[src/rtl/rbm_gibbs_sequencer_if.sv]
// Bundle of control, result and layer-handshake signals around the RBM Gibbs sequencer.
// slave: the sequencer's view. master: the top level plus the two layer instances.
interface rbm_gibbs_sequencer_if #(
   parameter int unsigned VIS_DIM = 15,
   parameter int unsigned HID_DIM = 5,
   parameter int unsigned STEP_W  = 8
);
   logic               start;
   logic [STEP_W-1:0]  num_steps;
   logic [VIS_DIM-1:0] v_in;
   logic               busy;
   logic               done;
   logic               error;
   logic [VIS_DIM-1:0] v_out;
   logic [HID_DIM-1:0] h_out;
   logic [HID_DIM-1:0] h0_out;
   logic               rand_reset;
   logic               h_layer_reset;
   logic               v_layer_reset;
   logic               h_data_valid;
   logic               v_data_valid;
   logic [VIS_DIM-1:0] h_input;
   logic [HID_DIM-1:0] v_input;
   logic [HID_DIM-1:0] h_output;
   logic               h_finish;
   logic [VIS_DIM-1:0] v_output;
   logic               v_finish;

   modport slave (
      input  start, num_steps, v_in, h_output, h_finish, v_output, v_finish,
      output busy, done, error, v_out, h_out, h0_out, rand_reset,
             h_layer_reset, v_layer_reset, h_data_valid, v_data_valid, h_input, v_input
   );

   modport master (
      output start, num_steps, v_in, h_output, h_finish, v_output, v_finish,
      input  busy, done, error, v_out, h_out, h0_out, rand_reset,
             h_layer_reset, v_layer_reset, h_data_valid, v_data_valid, h_input, v_input
   );
endinterface

[src/rtl/rbm_gibbs_sequencer.sv]
// k-step Gibbs sampling controller alternating a hidden and a visible RBM layer.
// Optional per-phase watchdog: define RBM_SEQ_TIMEOUT_EN to enable it (error tied 0 otherwise).
module rbm_gibbs_sequencer #(
   parameter int unsigned VIS_DIM = 15,
   parameter int unsigned HID_DIM = 5,
   parameter int unsigned STEP_W  = 8,
   parameter int unsigned TIMEOUT = 4095
) (
   input  logic                 clock,
   input  logic                 reset,
   rbm_gibbs_sequencer_if.slave bus
);
   typedef enum logic [2:0] {S_IDLE, S_SEED, S_H_RUN, S_V_RUN, S_DONE} state_e;

   state_e             state_q, state_d;
   logic [VIS_DIM-1:0] v_reg_q, v_reg_d;
   logic [HID_DIM-1:0] h_reg_q, h_reg_d;
   logic [STEP_W-1:0]  step_cnt_q, step_cnt_d;
   logic               first_q, first_d;
   logic [VIS_DIM-1:0] v_out_q, v_out_d;
   logic [HID_DIM-1:0] h_out_q, h_out_d;
   logic [HID_DIM-1:0] h0_out_q, h0_out_d;
   logic               busy_q, busy_d;
   logic               done_q, done_d;
   logic               rand_reset_q, rand_reset_d;
   logic               h_rst_q, h_rst_d;
   logic               v_rst_q, v_rst_d;
   logic               h_dv_q, h_dv_d;
   logic               v_dv_q, v_dv_d;

`ifdef RBM_SEQ_TIMEOUT_EN
   localparam int unsigned WD_W = (TIMEOUT > 1) ? $clog2(TIMEOUT) : 1;
   logic [WD_W-1:0] wd_cnt_q, wd_cnt_d;
   logic            error_q, error_d;
`endif

   // Next-state, datapath captures and next values of the registered outputs.
   always_comb begin
      state_d    = state_q;
      v_reg_d    = v_reg_q;
      h_reg_d    = h_reg_q;
      step_cnt_d = step_cnt_q;
      first_d    = first_q;
      v_out_d    = v_out_q;
      h_out_d    = h_out_q;
      h0_out_d   = h0_out_q;
`ifdef RBM_SEQ_TIMEOUT_EN
      wd_cnt_d   = wd_cnt_q;
      error_d    = error_q;
`endif
      case (state_q)
         S_IDLE: begin
            if (bus.start) begin
               state_d    = S_SEED;
               v_reg_d    = bus.v_in;
               step_cnt_d = (bus.num_steps == '0) ? STEP_W'(1) : bus.num_steps;
               first_d    = 1'b1;
               h_out_d    = '0;
               h0_out_d   = '0;
`ifdef RBM_SEQ_TIMEOUT_EN
               error_d    = 1'b0;
`endif
            end
         end
         S_SEED: state_d = S_H_RUN;
         S_H_RUN: begin
            if (bus.h_finish) begin
               h_reg_d = bus.h_output;
               h_out_d = bus.h_output;
               if (first_q) h0_out_d = bus.h_output;
               first_d = 1'b0;
               state_d = S_V_RUN;
            end
         end
         S_V_RUN: begin
            if (bus.v_finish) begin
               v_reg_d    = bus.v_output;
               step_cnt_d = step_cnt_q - STEP_W'(1);
               if (step_cnt_q == STEP_W'(1)) begin
                  // Present the reconstruction together with the done pulse.
                  v_out_d = bus.v_output;
                  state_d = S_DONE;
               end else begin
                  state_d = S_H_RUN;
               end
            end
         end
         S_DONE:  state_d = S_IDLE;
         default: state_d = S_IDLE;
      endcase
`ifdef RBM_SEQ_TIMEOUT_EN
      // Watchdog: abandon a run phase whose layer never reports finish.
      if ((state_q == S_H_RUN && !bus.h_finish) || (state_q == S_V_RUN && !bus.v_finish)) begin
         if (wd_cnt_q == WD_W'(TIMEOUT - 1)) begin
            error_d = 1'b1;
            state_d = S_IDLE;
         end else begin
            wd_cnt_d = wd_cnt_q + WD_W'(1);
         end
      end
      if (state_d != state_q) wd_cnt_d = '0;
`endif
      // Outputs are registered from the next state so they line up with it.
      busy_d       = (state_d != S_IDLE);
      done_d       = (state_d == S_DONE);
      rand_reset_d = (state_d == S_SEED);
      h_rst_d      = (state_d != S_H_RUN);
      v_rst_d      = (state_d != S_V_RUN);
      h_dv_d       = (state_d == S_H_RUN);
      v_dv_d       = (state_d == S_V_RUN);
   end

   // State and output registers; layers stay in reset while the block is in reset.
   always_ff @(posedge clock or posedge reset) begin
      if (reset) begin
         state_q      <= S_IDLE;
         v_reg_q      <= '0;
         h_reg_q      <= '0;
         step_cnt_q   <= '0;
         first_q      <= 1'b0;
         v_out_q      <= '0;
         h_out_q      <= '0;
         h0_out_q     <= '0;
         busy_q       <= 1'b0;
         done_q       <= 1'b0;
         rand_reset_q <= 1'b1;
         h_rst_q      <= 1'b1;
         v_rst_q      <= 1'b1;
         h_dv_q       <= 1'b0;
         v_dv_q       <= 1'b0;
      end else begin
         state_q      <= state_d;
         v_reg_q      <= v_reg_d;
         h_reg_q      <= h_reg_d;
         step_cnt_q   <= step_cnt_d;
         first_q      <= first_d;
         v_out_q      <= v_out_d;
         h_out_q      <= h_out_d;
         h0_out_q     <= h0_out_d;
         busy_q       <= busy_d;
         done_q       <= done_d;
         rand_reset_q <= rand_reset_d;
         h_rst_q      <= h_rst_d;
         v_rst_q      <= v_rst_d;
         h_dv_q       <= h_dv_d;
         v_dv_q       <= v_dv_d;
      end
   end

`ifdef RBM_SEQ_TIMEOUT_EN
   // Watchdog counter and sticky error flag.
   always_ff @(posedge clock or posedge reset) begin
      if (reset) begin
         wd_cnt_q <= '0;
         error_q  <= 1'b0;
      end else begin
         wd_cnt_q <= wd_cnt_d;
         error_q  <= error_d;
      end
   end
   assign bus.error = error_q;
`else
   assign bus.error = 1'b0;
`endif

   assign bus.busy          = busy_q;
   assign bus.done          = done_q;
   assign bus.v_out         = v_out_q;
   assign bus.h_out         = h_out_q;
   assign bus.h0_out        = h0_out_q;
   assign bus.rand_reset    = rand_reset_q;
   assign bus.h_layer_reset = h_rst_q;
   assign bus.v_layer_reset = v_rst_q;
   assign bus.h_data_valid  = h_dv_q;
   assign bus.v_data_valid  = v_dv_q;
   assign bus.h_input       = v_reg_q;
   assign bus.v_input       = h_reg_q;
endmodule

[src/flat_wrapper.sv]
// flat-port wrapper written by rule: the top's interface ports become plain ports
module rbm_gibbs_sequencer_flat 
#(
   parameter int unsigned VIS_DIM = 15,
   parameter int unsigned HID_DIM = 5,
   parameter int unsigned STEP_W  = 8,
   parameter int unsigned TIMEOUT = 4095
)
  (clock, reset, bus_start, bus_num_steps, bus_v_in, bus_h_output, bus_h_finish, bus_v_output, bus_v_finish, bus_busy, bus_done, bus_error, bus_v_out, bus_h_out, bus_h0_out, bus_rand_reset, bus_h_layer_reset, bus_v_layer_reset, bus_h_data_valid, bus_v_data_valid, bus_h_input, bus_v_input);
  rbm_gibbs_sequencer_if #(.VIS_DIM(VIS_DIM), .HID_DIM(HID_DIM), .STEP_W(STEP_W)) bus_i ();
  input  logic clock;
  input  logic reset;
  input wire logic [$bits(bus_i.start)-1:0] bus_start;
  input wire logic [$bits(bus_i.num_steps)-1:0] bus_num_steps;
  input wire logic [$bits(bus_i.v_in)-1:0] bus_v_in;
  input wire logic [$bits(bus_i.h_output)-1:0] bus_h_output;
  input wire logic [$bits(bus_i.h_finish)-1:0] bus_h_finish;
  input wire logic [$bits(bus_i.v_output)-1:0] bus_v_output;
  input wire logic [$bits(bus_i.v_finish)-1:0] bus_v_finish;
  output wire logic [$bits(bus_i.busy)-1:0] bus_busy;
  output wire logic [$bits(bus_i.done)-1:0] bus_done;
  output wire logic [$bits(bus_i.error)-1:0] bus_error;
  output wire logic [$bits(bus_i.v_out)-1:0] bus_v_out;
  output wire logic [$bits(bus_i.h_out)-1:0] bus_h_out;
  output wire logic [$bits(bus_i.h0_out)-1:0] bus_h0_out;
  output wire logic [$bits(bus_i.rand_reset)-1:0] bus_rand_reset;
  output wire logic [$bits(bus_i.h_layer_reset)-1:0] bus_h_layer_reset;
  output wire logic [$bits(bus_i.v_layer_reset)-1:0] bus_v_layer_reset;
  output wire logic [$bits(bus_i.h_data_valid)-1:0] bus_h_data_valid;
  output wire logic [$bits(bus_i.v_data_valid)-1:0] bus_v_data_valid;
  output wire logic [$bits(bus_i.h_input)-1:0] bus_h_input;
  output wire logic [$bits(bus_i.v_input)-1:0] bus_v_input;
  assign bus_i.start = bus_start;
  assign bus_i.num_steps = bus_num_steps;
  assign bus_i.v_in = bus_v_in;
  assign bus_i.h_output = bus_h_output;
  assign bus_i.h_finish = bus_h_finish;
  assign bus_i.v_output = bus_v_output;
  assign bus_i.v_finish = bus_v_finish;
  assign bus_busy = bus_i.busy;
  assign bus_done = bus_i.done;
  assign bus_error = bus_i.error;
  assign bus_v_out = bus_i.v_out;
  assign bus_h_out = bus_i.h_out;
  assign bus_h0_out = bus_i.h0_out;
  assign bus_rand_reset = bus_i.rand_reset;
  assign bus_h_layer_reset = bus_i.h_layer_reset;
  assign bus_v_layer_reset = bus_i.v_layer_reset;
  assign bus_h_data_valid = bus_i.h_data_valid;
  assign bus_v_data_valid = bus_i.v_data_valid;
  assign bus_h_input = bus_i.h_input;
  assign bus_v_input = bus_i.v_input;
  rbm_gibbs_sequencer #(.VIS_DIM(VIS_DIM), .HID_DIM(HID_DIM), .STEP_W(STEP_W), .TIMEOUT(TIMEOUT)) u_core (.clock(clock), .reset(reset), .bus(bus_i));
endmodule
[config.mk]
export PLATFORM = sky130hd
export DESIGN_NAME = rbm_gibbs_sequencer_flat
export DESIGN_NICKNAME = d
export VERILOG_FILES = /design/src/rtl/rbm_gibbs_sequencer_if.sv /design/src/rtl/rbm_gibbs_sequencer.sv /design/src/flat_wrapper.sv
export SDC_FILE = /design/constraint.sdc
export NUM_CORES = 1
export LEC_CHECK = 0
export CAP_MARGIN = 20
export CORE_MARGIN = 4
export CORE_UTILIZATION = 45
export CTS_CLUSTER_SIZE = 25
export DETAILED_ROUTE_END_ITERATION = 7
export HOLD_SLACK_MARGIN = 0.1
export PLACE_DENSITY = 0.84
export SETUP_SLACK_MARGIN = 0.3
export SKIP_LAST_GASP = 1
export SLEW_MARGIN = 20
export SYNTH_ARGS = -nofsm -noshare
export SYNTH_HDL_FRONTEND = slang
export SYNTH_SLANG_ARGS = --single-unit
[constraint.sdc]
create_clock -name clock -period 2.9 [get_ports clock]
set_clock_uncertainty 0.15 [all_clocks]
set_input_delay 0.29 -clock clock [delete_from_list [all_inputs] [get_ports clock]]
set_output_delay 0.29 -clock clock [all_outputs]
set_load 0.01 [all_outputs]
==> results.cfg <==
[status]
status = completed

[sta]
setup-tns-final_ps = 0
finalCriticalPeriod_ps = 2439
hold_viol = 0
grt_setup_unrepaired = no
whs_ps = 254.6
slew_headroom = 0.4833
tightestPinTransition_ps = 773.9
fmax_mhz = 409.9
min_period_over_period = 0.8411
maxSlewViolCount = 0
setup_viol = 0

[logic_synthesis]
ys_types = 38
ys_async_sr_fraction = 1.000
synth-seq-cells = 64
syn_nets = 317
synth_warnings = 0
synth-edff-count = 0
synthCells = 267
syn_area_um2 = 2824
syn-mean-instance-area_um2 = 10.58
synth_ff_type = dfrtp_1
yosysSeqAreaShare = 0.5685

[floorplanning]
coreArea_um2 = 5991
top_level_ports = 101
start_util = 0.4714
rows = 28
fp.dieW_um = 87.22
fp.dieH_um = 87.22
dieArea_um2 = 7606

[worst_setup_path]
slowest_delay_ps = 600
cp_max_fo = 15
rrSetupSlack_ps = 460
crit_path_end_kind = flip-flop
cpMaxStageDelayCell = or4_4
crit_path_start_kind = flip-flop
arrival_ps = 2510
path_cells = or4_4 -> nor4_2 -> nor2b_2 -> buf_4 -> mux2_2
r2r_start = u_core.step_cnt_q[3]$_DFFE_PP0P_
critPathKind = reg2reg
cp_data_required_time_ps = 2970
reg2reg_to = u_core.bus.v_out[8]$_DFFE_PP0P_
ff2ff_path_depth = 5

[layout]
drive_gt1_frac = 0.1360
nNetsFinal = 420
final_common_cell = clkdlybuf4s50_1
diodes = 0
syn_to_final_growth_pct = 44.84
final_cell_mix = clkdlybuf4s50_1 (99), dfrtp_1 (61), nand2_1 (56), nor2_1 (21), a31oi_1 (15)

[placed_design]
io_buffers = 99
hpwl_mm = 5.399
place_congestion = 0.8314

[clock_tree]
clkLatencyLatePin_ps = 340
cts_buffers = 9
clock_path_buffers = 2
clock-sinks = 64
clkTransAtPathRegs_ps = 80
cts-root-buf = clkbuf_8
cts_hold_buf = 0
cts_setup_buffers = 0
h-tree-depth = 3
cts_resized = 0
cts_tree = built

[global_routing]
gr-total-overflow = 0
grt_pass1_wl_mm = 11.59
grt_antenna_before_repair = 0
grt_usage = 0.2012
grt_pass1_vias = 2362
grt_max_degree = 38

[drt]
num_vias = 2352
initialDrtViolationCount = 149
vias_per_cell = 5.227
drcViolationCount = 0
wl_per_cell_um = 16.10
routed_wl_mm = 7.244
drt_pre_antenna_iters = 4
postRouteAntennaNets = 0

[worst_hold_path]
hold_path.class = in2async

[power]
power_density_nw_per_um2 = 892.0
p_total_uw = 3648
irDropWorstVdd_v = 0.0004239
p_leak_uw = 0.001798

[job]
cap_violations = 0
==> registers in the layout (all words and copies together) (netlist names) <==
signal / count
u_core.bus.h_input: 15
u_core.bus.v_out: 15
u_core.step_cnt_q: 8
u_core.bus.h0_out: 5
u_core.bus.h_out: 5
u_core.bus.v_input: 5
u_core.state_q: 3
u_core.bus.busy: 1
u_core.bus.done: 1
u_core.bus.h_data_valid: 1
u_core.bus.h_layer_reset: 1
u_core.bus.rand_reset: 1
u_core.bus.v_data_valid: 1
u_core.bus.v_layer_reset: 1
u_core.first_q: 1
==> routing by layer <==
| layer | track usage | wire [um] | vias to the layer above |
|---|---|---|---|
| met5 | 0 | 0 | - |
| met4 | 0.1074 | 153 | 0 |
| met3 | 0.04068 | 391 | 13 |
| met2 | 0.3423 | 3778 | 71 |
| met1 | 0.2387 | 2921 | 1142 |
| li1 | - | - | 1126 |
==> through the flow <==
step	utilization	worst slack, ps	instance area (um^2)	std cells
after global routing	0.6827	326.9	4090	450
after floorplan	-	646.3	2824	267
after global placement	0.6510	519.1	3900	434
after detailed placement	0.6510	449.9	3900	434
after CTS	0.6827	462.5	4090	450
final	0.6827	460.7	4090	450
==> cell families (layout without fill, tap and decap cells) <==
logic type               count (synthesis)  count (layout)  share of synthesized area
other                                    1               1                   0.001328
AO/OA/AOI/OAI                           48              48                     0.1081
multiplexers                            20              20                    0.09304
buffers and inverters                   19             127                    0.03456
adder cells (fa/ha/maj)                  2               2                   0.008860
flip-flops                              64              64                     0.5685
AND/OR/NAND/NOR                        113             113                     0.1856
==> where the power goes <==
group	switching (uW)	total (uW)	leakage (uW)	internal (uW)
sequential	208	1430	0.000786	1220
clock	327	743	0.000100	416
combinational	667	1480	0.000912	812
total	1200	3650	0.00180	2450
==> cell type report <==
type	count	area (um^2)
timing repair buffer	107	1051
fill	451	1901
sequential	64	1605
clock inverter	4	45.04
tap	75	93.84
clock buffer	12	145.1
multi-input combinational	184	1135
inverter	4	15.01
==> critical path, delay by kind of cell (launching register included) <==
kind	cells	cell delay (ps)
buf+inv	1	280
mux	1	360
flops	1	440
simple gates	3	1080
==> synth_stat cells, types with 2 or more instances <==
master | number | area share
buf_2 | 2 | 0.0035
nor4_1 | 4 | 0.0089
and2_1 | 2 | 0.0044
a31oi_1 | 15 | 0.033
nand2_1 | 56 | 0.074
clkbuf_1 | 10 | 0.013
nor3_1 | 5 | 0.0089
ha_1 | 2 | 0.0089
o21ai_0 | 8 | 0.014
mux2_4 | 10 | 0.053
and3_1 | 6 | 0.013
nand3_1 | 3 | 0.0053
nor2b_1 | 5 | 0.011
nand3b_1 | 2 | 0.0053
mux2_2 | 10 | 0.040
a22o_1 | 2 | 0.0062
a21o_1 | 2 | 0.0053
a21oi_1 | 10 | 0.018
o211ai_1 | 3 | 0.0080
dfstp_2 | 3 | 0.028
dfrtp_1 | 61 | 0.54
nand2b_1 | 3 | 0.0066
nor2_1 | 21 | 0.028
buf_4 | 2 | 0.0053
o2bb2ai_1 | 4 | 0.012
inv_1 | 4 | 0.0053
==> worst max path at each step <==
stage                                                start                                end  cells past startpoint
after floorplan           u_core.step_cnt_q[3]$_DFFE_PP0P_    u_core.bus.v_out[0]$_DFFE_PP0P_                      6
after global placement                        bus_v_finish   u_core.bus.v_out[14]$_DFFE_PP0P_                      6
after detailed placement                         bus_start  u_core.bus.h_input[8]$_DFFE_PP0P_                      6
after CTS                 u_core.step_cnt_q[3]$_DFFE_PP0P_    u_core.bus.v_out[8]$_DFFE_PP0P_                      5
after global routing      u_core.step_cnt_q[3]$_DFFE_PP0P_    u_core.bus.v_out[8]$_DFFE_PP0P_                      5
final                     u_core.step_cnt_q[3]$_DFFE_PP0P_    u_core.bus.v_out[8]$_DFFE_PP0P_                      5
Power figures use the tool's default switching activity.
